==> config.mk <==
export PLATFORM = sky130hd
export DESIGN_NAME = demux_1to8_buffered
export DESIGN_NICKNAME = d
export VERILOG_FILES = /design/src/rtl/tiny_cpu_pkg.sv /design/src/rtl/demux_slot.sv /design/src/rtl/demux_1to8_buffered.sv
export SDC_FILE = /design/constraint.sdc
export NUM_CORES = 1
export LEC_CHECK = 0
export CAP_MARGIN = 0
export CELL_PAD_IN_SITES_DETAIL_PLACEMENT = 0
export CELL_PAD_IN_SITES_GLOBAL_PLACEMENT = 1
export CORE_UTILIZATION = 37
export CTS_CLUSTER_SIZE = 24
export DETAILED_ROUTE_END_ITERATION = 10
export PLACE_DENSITY = 0.92
export SYNTH_ARGS = -nofsm -noshare
export SYNTH_HDL_FRONTEND = slang
export SYNTH_SLANG_ARGS = --single-unit
==> constraint.sdc <==
create_clock -name Clk -period 9.55 [get_ports Clk]
set_input_delay 2.865 -clock Clk [delete_from_list [all_inputs] [get_ports Clk]]
set_output_delay 2.865 -clock Clk [all_outputs]
set_load 0.1 [all_outputs]
==> src/rtl/tiny_cpu_pkg.sv <==
// Shared constants and helpers for the tiny CPU datapath blocks.
//   DEMUX_WIDTH   : beat width of the 1:8 write demux
//   DEMUX_NUM_OUT : number of demux output slots
//   DEMUX_SEL_W   : width of the demux slot select
package tiny_cpu_pkg;

  localparam int DEMUX_WIDTH   = 8;
  localparam int DEMUX_NUM_OUT = 8;
  localparam int DEMUX_SEL_W   = 3;

  // Number of set bits in an 8-bit vector (0..8).
  function automatic logic [3:0] popcount8(input logic [7:0] v);
    logic [3:0] cnt;
    cnt = 4'd0;
    for (int i = 0; i < 8; i++) begin
      cnt = cnt + {3'b000, v[i]};
    end
    return cnt;
  endfunction

endpackage

==> src/rtl/demux_slot.sv <==
// One output slot of the 1:8 write demux: a 1-deep holding register with a
// valid flag.
//   clk, rst   : clock, synchronous active-high reset
//   load       : capture din on the next edge (slot marked valid)
//   drain      : consumer ready; clears valid unless reloaded the same cycle
//   din        : incoming beat
//   data       : held beat (kept after drain)
//   valid      : slot holds an unconsumed beat
//   free       : slot can accept a beat this cycle (empty or draining)
//   valid_nxt  : valid flag value after the next edge (ignoring reset)
module demux_slot
  import tiny_cpu_pkg::*;
#(
  parameter int WIDTH = DEMUX_WIDTH
) (
  input  logic             clk,
  input  logic             rst,
  input  logic             load,
  input  logic             drain,
  input  logic [WIDTH-1:0] din,
  output logic [WIDTH-1:0] data,
  output logic             valid,
  output logic             free,
  output logic             valid_nxt
);

  logic [WIDTH-1:0] data_p1;
  logic             vld_p1;

  assign free      = !vld_p1 || drain;
  // Refill wins over drain so a full-rate stream never drops valid.
  assign valid_nxt = load || (vld_p1 && !drain);

  // Stage p1: holding register
  always_ff @(posedge clk) begin
    if (rst) begin
      vld_p1  <= 1'b0;
      data_p1 <= '0;
    end else begin
      vld_p1 <= valid_nxt;
      if (load) begin
        data_p1 <= din;
      end
    end
  end

  assign data  = data_p1;
  assign valid = vld_p1;

endmodule

==> src/rtl/demux_1to8_buffered.sv <==
// 1:8 buffered write demux. Routes one input beat to the slot chosen by
// In_sel, or to all slots when In_bcast is set. Each slot is a 1-deep
// register with its own valid/ready handshake.
//   Clk, Reset : clock, synchronous active-high reset
//   In_data    : input beat
//   In_sel     : destination slot index
//   In_bcast   : write all slots (waits until every slot is free)
//   In_valid   : input beat present
//   In_ready   : input beat accepted when In_valid & In_ready
//   Out_data   : slot i data on [i*WIDTH +: WIDTH]
//   Out_valid  : slot i holds an unconsumed beat
//   Out_ready  : consumer i takes slot i
//   Occupied   : registered count of valid slots
module demux_1to8_buffered
  import tiny_cpu_pkg::*;
#(
  parameter int WIDTH   = DEMUX_WIDTH,
  parameter int NUM_OUT = DEMUX_NUM_OUT
) (
  input  logic                     Clk,
  input  logic                     Reset,
  input  logic [WIDTH-1:0]         In_data,
  input  logic [DEMUX_SEL_W-1:0]   In_sel,
  input  logic                     In_bcast,
  input  logic                     In_valid,
  output logic                     In_ready,
  output logic [NUM_OUT*WIDTH-1:0] Out_data,
  output logic [NUM_OUT-1:0]       Out_valid,
  input  logic [NUM_OUT-1:0]       Out_ready,
  output logic [3:0]               Occupied
);

  logic [NUM_OUT-1:0] free;
  logic [NUM_OUT-1:0] load;
  logic [NUM_OUT-1:0] valid_nxt;
  logic               accept;
  logic [3:0]         occ_p1;

  // Ready never looks at In_valid, so producers may wait on it safely.
  assign In_ready = !Reset && (In_bcast ? (&free) : free[In_sel]);
  assign accept   = In_valid && In_ready;

  always_comb begin
    load = '0;
    if (accept) begin
      if (In_bcast) begin
        load = '1;
      end else begin
        load[In_sel] = 1'b1;
      end
    end
  end

  for (genvar i = 0; i < NUM_OUT; i++) begin : g_slot
    demux_slot #(.WIDTH(WIDTH)) u_slot (
      .clk       (Clk),
      .rst       (Reset),
      .load      (load[i]),
      .drain     (Out_ready[i]),
      .din       (In_data),
      .data      (Out_data[i*WIDTH +: WIDTH]),
      .valid     (Out_valid[i]),
      .free      (free[i]),
      .valid_nxt (valid_nxt[i])
    );
  end

  // Stage p1: occupancy tracks the slot valid flags on the same edge
  always_ff @(posedge Clk) begin
    if (Reset) begin
      occ_p1 <= 4'd0;
    end else begin
      occ_p1 <= popcount8(valid_nxt);
    end
  end

  assign Occupied = occ_p1;

endmodule

[After elaboration in Yosys (flattened, before gate mapping)]
Cells that the tools add are included.
Storage, ports and cells
  output and inout port bits: 77
  logic and storage cells: 78
  input bits: 23
  flip-flop bits (word level): 76
Cells by class
  reductions and logical operators: 45
  add/sub/neg operators: 7
  multiplexer cells: 7
  magnitude comparators: 2
Operators by type and width (number)
  zero test 1 bit: 17
  adder 4 x 1 -> 4 bit: 4
  logical OR 1 bit: 16
  two-way mux 8 bit: 2
  logical AND 1 bit: 11
  AND reduction 8 bit: 1
  adder 3 x 1 -> 4 bit: 1
  less-than comparator 3 x 4 -> 1 bit (second input constant): 1
  adder 2 x 1 -> 3 bit: 1
  binary-select mux 1 bit (select 3 bit): 1
  demux 1 bit (select 3 bit): 1
  >= comparator 3 x 1 -> 1 bit (second input constant): 1
  two-way mux 1 bit: 3
  adder 1 x 1 -> 2 bit: 1

[Depth between registers and ports, before layout]
Gate-level depths: netlist of run 1.
  depth in word-level cells: 16
  gate-level depth with buffers: 17

[Modules after synthesis]
From an unflattened synthesis of run 1, not the netlist that was laid out.
Unflattened totals
  cells, all modules: 315
  area, all modules: 3118.0 um^2
Modules (own cells, without submodules)
  demux_slot: cells each 31, times used 8, area an instance 324.1 um^2
  demux_1to8_buffered: cells each 67, times used 1, area an instance 525.5 um^2

[Worst setup path after synthesis of run 1]
OpenSTA, ideal clock, no wires.
  kind: input to output
  start point: input Out_ready[1]
  end point: output In_ready
  stages on the path: 4
  arrival time: 5.576 ns
  path slack: 1.109 ns
  required time: 6.685 ns
  buffers on the path: 0
  cells stage by stage: nand2b_1 > nand4_1 > o21a_1 > nor3_1
Between the ends
  word-level cells in the longest chain between the ends: 5
  elaborated cells between the ends (all ways): 6
  classes of those cells: 3 x mux; 3 x reduce/logical
RTL lines
  start: declaration: RTL line demux_1to8_buffered.sv:29  | input logic [NUM_OUT-1:0] Out_ready,
  logical OR 1 bit *: RTL line demux_slot.sv:30  | assign free = !vld_p1 || drain;
  binary-select mux 1 bit (select 3 bit): RTL line demux_1to8_buffered.sv:40  | assign In_ready = !Reset && (In_bcast ? (&free) : free[In_sel]);
  two-way mux 1 bit (implied by the code): RTL line demux_1to8_buffered.sv:40
  two-way mux 1 bit *: RTL line demux_1to8_buffered.sv:40
  logical AND 1 bit *: RTL line demux_1to8_buffered.sv:40
  end: declaration: RTL line demux_1to8_buffered.sv:26  | output logic In_ready,
Every way passes the cells marked *; elsewhere a longest branch is shown, timed or not. The select of a mux whose other input is x is not followed.

[Worst setup path after layout of run 1]
Ends and elaborated chain as after synthesis.

==> results of run 1 <==
[cells in the mapped netlist (8+ instances only)]
| master | count |
|---|---|
| nor2b_1 | 8 |
| buf_4 | 9 |
| nand2b_1 | 9 |
| nor2_1 | 44 |
| o21ai_0 | 22 |
| dfxtp_1 | 76 |
| clkbuf_1 | 12 |
| o21ai_1 | 10 |
| mux2i_1 | 33 |
| buf_2 | 10 |
| nand3_1 | 35 |
| a21oi_1 | 39 |
[logic make-up (layout without fill, tap and decap cells)]
family                   after synthesis  in the layout
multiplexers                          34             34
adder cells (fa/ha/maj)                7              7
flip-flops                            76             76
AO/OA/AOI/OAI                         78             78
AND/OR/NAND/NOR                      118            118
buffers and inverters                 40            122
XOR/XNOR                               1              1
[metal layers]
layer	vias up	routed length [um]	part of all wire [%]
li1	1371	-	-
met1	1307	3800	43
met2	109	3900	45
met3	13	880	10
met4	0	168	1.9
met5	-	0	0
[sequential cells by signal, indices dropped and copies added, names as in the netlist]
register             cells
Occupied                 4
g_slot.u_slot.data      64
g_slot.u_slot.valid      8
[area by class of cell]
class | instances | area (sq um) | share of cell area (%)
multi-input cells | 238 | 1530 | 34.4
flip-flops and latches | 76 | 1520 | 34.3
repair buffers | 100 | 991 | 22.3
clock buffers | 11 | 141 | 3.18
well taps | 105 | 131 | 2.96
clock inverters | 5 | 108 | 2.42
inverters | 6 | 22.5 | 0.507
[power breakdown]
group | leakage (nW) | switching, mW | internal [mW]
clock network | 0.124 | 0.121 | 0.182
registers | 0.617 | 0.00756 | 0.332
logic | 0.814 | 0.167 | 0.0573
[critical path, stage by stage]
cell	delay, ns
clkdlybuf4s50_1	0.45
nand2b_1	0.22
nand4_1	0.43
o21a_1	0.32
nor3_1	0.14
buf_4	0.32
[how the worst max path moves through the flow]
stage	endpoint	slack (ns)
after global placement	In_ready	1.98
after CTS	In_ready	1.92
after floorplan	In_ready	1.11
final	In_ready	1.94
after detailed placement	Occupied[2]	1.84
after global routing	In_ready	1.80
[metrics by stage]
| stage | instances | area [sq um] | total power [mW] |
|---|---|---|---|
| final | 541 | 4440 | 0.868 |
| after global routing | 541 | 4440 | 0.899 |
| after global placement | 525 | 4190 | 0.570 |
| after detailed placement | 525 | 4190 | 0.571 |
| after CTS | 541 | 4440 | 0.872 |
| after floorplan | 354 | 3230 | 0.517 |
==> out/qor.yml, run 1 <==
min_path:
  min_path_type: "register to register"
  worstHoldPathCells: 2
  hold_path_startpoint: "g_slot[1].u_slot.data[4]"
  hold-path-endpoint: "g_slot[1].u_slot.data[4]"
timing:
  finalHoldViolCount: 0
  fin_skew_ns: 0.00764
  slew_headroom_pct: 25.8
  max_slew_vio_count: 0
  postLayoutSetupSlackWorst_ns: 1.94
  worst-slew-pin-transition_ns: 1.11
  post-route-min-period_ns: 7.61
  rsz0062_at_grt: "false"
  totalNegativeSetupSlack_ns: 0
  maximum_clock_frequency_mhz: 131
  total_of_endpoints_with_negative_setup_slack_in_the_final_report: 0
  min_period_over_period_pct: 79.7
  hold_ws_ns: 0.472
floorplanning:
  die_boundary_width_um: 95.5
  die_area_sq_um: 9120
  dieHeight_um: 95.5
  ioPinCount: 100
  placeableCoreArea_sq_um: 8340
  start_util_pct: 38.8
  rows: 33
global_routing:
  vias_in_the_first_global_route: 2627
  globalRouteMet3Util_pct: 6.70
  maximum_number_of_pins_on_one_net_before_global_route_repair: 68
  met1_global_route_usage_pct: 25.5
  grt_antenna_before_repair: 0
  globalRoute.busiestLayer: "met2"
  grt_use_total_pct: 19.9
  grt.overflow.total: 0
  global_route.usage.met2_pct: 30.7
  grt_pass1_wl_mm: 13.5
drt:
  vias: 2800
  route.antenna.remaining_nets: 0
  iteration_count_of_the_initial_detailed_routing_pass: 4
  avgViaCountPerCell: 5.18
  remaining_drc_errors: 0
  drt_iter0_drc: 199
  avgRoutedWirePerCell_um: 16.2
  routed_wirelength_mm: 8.76
yosys:
  syn-mean-instance-area_sq_um: 9.14
  synth_enable_flop_cells: 0
  synthDominantAreaCellType: "dfxtp_1"
  ff_latch_count_synth: 76
  yosysTopAreaCellShare_pct: 47.0
  dominantRegCellSynth: "dfxtp_1"
  synth-async-reset-ratio_pct: 0
  synth.yosys.seq_area_share_pct: 47.0
  largest_family_of_logic_cells_by_synthesized_area: "simple AND/OR/NAND/NOR gates"
  synthesis.area_sq_um: 3230
  synthTopCellsByArea: "dfxtp_1, mux2i_1, a21oi_1, nand3_1, nor2_1"
  netlist_instances: 354
  post_synth_mux_area_share_pct: 10.9
  post_synth_and_or_nand_nor_area_fraction_pct: 18.7
  synthesized_area_fraction_occupied_by_adder_cells_pct: 3.64
  yosys.cell_types.count: 37
  synthesis.yosys.warnings: 0
  synth-compound-area-share_pct: 13.0
  yosys.area_share.xor_xnor_pct: 0.271
  synthesis.nets: 384
final_layout:
  final_layout_size_suffix_gt1_share_pct: 6.42
  antenna_cells: 0
  finish.utilization_pct: 53.3
  signed_area_change_from_the_synthesized_netlist_to_the_final_layout_pct: 37.3
  final_net_count: 461
  fillers: 793
  most_common_library_cell_in_the_layout_ignoring_fill_and_taps: "clkdlybuf4s50_1"
  mostFrequentLayoutCells: "clkdlybuf4s50_1, dfxtp_1, nor2_1"
placement:
  portBuffers: 99
  routabilityCongestion: 0.844
  dp_hpwl_mm: 5.98
  dpl_worst_slack_ns: 1.84
worst_setup_path:
  r2r-start: "g_slot[1].u_slot.valid"
  worst_ep_required_time_ns: 6.69
  kind_of_launch_point_of_the_worst_setup_path: "input port"
  critical_path_peak_fanout: 7
  r2r_slack_ns: 4.82
  arrival_ns: 4.74
  critPathKind: "input port to output port"
  startpoint: "Out_ready[1]"
  ff2ff_path_depth: 15
  timing.rr.end: "Occupied[2]"
  endpoint_kind: "output port"
status:
  outcome: "finished, final reports clean"
cts:
  hold_buffers: 0
  cts-root-to-sink-buffers: 2
  root_buffer_cell: "clkbuf_8"
  cts_resized: 0
  cts.htree.levels: 3
  worstSkewPairLatency_ns: 0.35
  clk_sinks: 76
  cts_inserted_buffers: 9
  setup_bufs_post_cts: 0
  tritoncts: "done"
  clk_pin_slew_worst_setup_hold_paths_ns: 0.08
flow_run:
  max_cap_violations: 0
pwr:
  power-per-cell-area_nw_per_um2: 195
  p_leak_nw: 1.56
  irDropWorstVdd_v: 0.000102
(Power assumes the default switching activity.)
==> run 2, diff against run 1 <==
--- a/config.mk
+++ b/config.mk
@@ -8,10 +8,10 @@
 export CAP_MARGIN = 0
 export CELL_PAD_IN_SITES_DETAIL_PLACEMENT = 0
 export CELL_PAD_IN_SITES_GLOBAL_PLACEMENT = 1
-export CORE_UTILIZATION = 37
+export CORE_UTILIZATION = 31
 export CTS_CLUSTER_SIZE = 24
 export DETAILED_ROUTE_END_ITERATION = 10
-export PLACE_DENSITY = 0.92
+export PLACE_DENSITY = 0.83
 export SYNTH_ARGS = -nofsm -noshare
 export SYNTH_HDL_FRONTEND = slang
 export SYNTH_SLANG_ARGS = --single-unit
==> constraint.sdc (replaced) <==
create_clock -name Clk -period 6.8 [get_ports Clk]
set_input_delay 2.04 -clock Clk [delete_from_list [all_inputs] [get_ports Clk]]
set_output_delay 2.04 -clock Clk [all_outputs]
set_load 0.1 [all_outputs]
==> run 2 against run 1 <==
Effect of this change: combinational power up 43%; worst hold slack better by 0.0018 ns; cell count up 6.1%; die area up 19%; clock skew up 0.0058 ns; power up 30%; critical path type is now input port to register; design area up 0.39%; count of clock-buffer cells in the layout down 2; sequential cell count unchanged.
==> out/qor.yml, run 2 (synthesis results as in run 1) <==
placement:
  portBuffers: 99  # unchanged
  dp_hpwl_mm: 6.31  # +5.5%
  place.detailed.instances: 558  # +6.3%
  routabilityCongestion: 0.856  # +1.5%
  dpl_worst_slack_ns: 0.401  # -1.44 ns
  placed_cell_area_sq_um: 4280  # +2.0%
min_path:
  worstHoldPathCells: 2  # unchanged
  hold_path_startpoint: "g_slot[1].u_slot.data[6]"
  min_path_type: "register to register"
  hold-path-endpoint: "g_slot[1].u_slot.data[6]"
worst_setup_path:
  worst_ep_required_time_ns: 7.01  # +0.32 ns
  endpoint_kind: "register"
  timing.rr.end: "Occupied[2]"
  critical_path_peak_fanout: 9  # +2
  ff2ff_path_depth: 15  # unchanged
  critPathKind: "input port to register"
  kind_of_launch_point_of_the_worst_setup_path: "input port"
  r2r_slack_ns: 2.81  # -2.01 ns
  arrival_ns: 6.28  # +1.54 ns
  r2r-start: "g_slot[3].u_slot.valid"
global_routing:
  grt_pass1_wl_mm: 14.8  # +9.7%
  grt_antenna_before_repair: 0  # unchanged
  met1_global_route_usage_pct: 22.8  # -2.7 points
  global_route.usage.met2_pct: 27.2  # -3.4 points
  grt.overflow.total: 0  # unchanged
  grt_use_total_pct: 17.5  # -2.4 points
  vias_in_the_first_global_route: 2753  # +4.8%
  globalRouteMet3Util_pct: 5.08  # -1.6 points
  globalRoute.busiestLayer: "met2"
  maximum_number_of_pins_on_one_net_before_global_route_repair: 79  # +16%
floorplanning:
  die_area_sq_um: 10800  # +19%
  dieHeight_um: 104  # +9.1%
  die_boundary_width_um: 104  # +9.1%
  start_util_pct: 32.5  # -6.3 points
  placeableCoreArea_sq_um: 9950  # +19%
  ioPinCount: 100  # unchanged
  rows: 36  # +9.1%
drt:
  vias: 2800  # unchanged
  avgViaCountPerCell: 4.88  # -5.7%
  routed_wirelength_mm: 9.19  # +5.0%
  avgRoutedWirePerCell_um: 16.0  # -1.0%
  drt_iter0_drc: 94  # -53%
  iteration_count_of_the_initial_detailed_routing_pass: 4  # unchanged
  remaining_drc_errors: 0  # unchanged
  route.antenna.remaining_nets: 0  # unchanged
final_layout:
  final_net_count: 466  # +1.1%
  finalNonFillerCells: 574  # +6.1%
  flip_flop_count_of_the_largest_register_after_layout: 64  # unchanged
  signed_area_change_from_the_synthesized_netlist_to_the_final_layout_pct: 37.9
  mostFrequentLayoutCells: "clkdlybuf4s50_1, dfxtp_1, nor2_1"
  final_layout_size_suffix_gt1_share_pct: 7.71  # +1.3 points
  final_non_filler_cell_area_sq_um: 4460  # +0.39%
  most_common_library_cell_in_the_layout_ignoring_fill_and_taps: "clkdlybuf4s50_1"
  antenna_cells: 0  # unchanged
cts:
  hold_buffers: 0  # unchanged
  worstSkewPairLatency_ns: 0.36  # about the same
  cts_resized: 0  # unchanged
  setup_bufs_post_cts: 0  # unchanged
  root_buffer_cell: "clkbuf_8"
  cts-root-to-sink-buffers: 2  # unchanged
  cts.htree.levels: 3  # unchanged
  tritoncts: "done"
  clk_sinks: 76  # unchanged
  cts_inserted_buffers: 9  # unchanged
  clk_pin_slew_worst_setup_hold_paths_ns: 0.10  # +0.02 ns
flow_run:
  max_cap_violations: 0  # unchanged
timing:
  maximum_clock_frequency_mhz: 165
  rsz0062_at_grt: "false"
  postLayoutSetupSlackWorst_ns: 0.737  # -1.21 ns
  total_of_endpoints_with_negative_setup_slack_in_the_final_report: 0  # unchanged
  fin_skew_ns: 0.0134  # +0.00577 ns
  slew_headroom_pct: 27.8  # +2.0 points
  min_period_over_period_pct: 89.2
  post-route-min-period_ns: 6.06
  max_slew_vio_count: 0  # unchanged
  totalNegativeSetupSlack_ns: 0  # unchanged
  finalHoldViolCount: 0  # unchanged
  worst-slew-pin-transition_ns: 1.08  # -0.0239 ns
pwr:
  irDropWorstVdd_v: 0.000123  # +21%
  finalPower_mw: 1.12  # +30%
  power-per-cell-area_nw_per_um2: 252  # +29%
  p_leak_nw: 1.55  # -0.34%
status:
  outcome: "finished, final reports clean"
-- run 2: cell count changes in the layout (fill, tap and decap cells not counted) --
cell and change:
clkbuf_8 -1, bufinv_16 -3, clkinv_2 +1, inv_6 +1, clkbuf_1 -1, buf_4 +4
clkinvlp_4 +2, buf_12 +1, inv_8 +1
-- run 2: how the worst max path moves through the flow --
stage | startpoint | endpoint | cells after the start
final | In_bcast | Occupied[2] | 16
after CTS | In_bcast | Occupied[2] | 16
after floorplan | Out_ready[1] | In_ready | 4
after global placement | In_bcast | Occupied[2] | 16
after global routing | In_bcast | Occupied[2] | 16
after detailed placement | In_bcast | Occupied[2] | 16
-- run 2: layer usage --
metal  share of wire, %  wire (um)
met5                  0          0
met4               0.58         53
met3                7.2        659
met2                 46       4240
met1                 46       4240
-- run 2: layout make-up --
cell class | instances | area, sq um
Clock buffer | 9 | 124
Clock inverter | 7 | 57.6
Fill cell | 956 | 5500
Inverter | 6 | 22.5
Multi-Input combinational cell | 238 | 1530
Sequential cell | 76 | 1520
Tap cell | 133 | 166
Timing Repair Buffer | 105 | 1040
-- run 2: power by group --
part | total [mW] | switching [mW] | leakage, nW | internal (mW)
registers | 0.477 | 0.0108 | 0.617 | 0.466
clock network | 0.326 | 0.188 | 0.0881 | 0.138
logic | 0.321 | 0.237 | 0.845 | 0.0841
-- run 2: critical path, cell delays in order --
cell,delay [ns]
clkdlybuf4s50_1,0.48
or3b_4,0.46
a211oi_4,0.31
and4_1,0.44
nor2_1,0.11
nand2_1,0.11
fa_1,0.45
inv_1,0.10
fa_1,0.41
fa_1,0.49
inv_1,0.07
ha_1,0.16
inv_1,0.06
fa_1,0.38
xor2_1,0.15
nor2_1,0.05
-- run 2: stage by stage --
| stage | hold slack [ns] | util, % |
|---|---|---|
| 6_report | 0.474 | 44.8 |
| 3_5_place_dp | 0.461 | 43.0 |
| 5_1_grt | 0.504 | 44.8 |
| 4_1_cts | 0.473 | 44.8 |
| 2_1_floorplan | 0.504 | - |
| 3_3_place_gp | 0.462 | 43.0 |
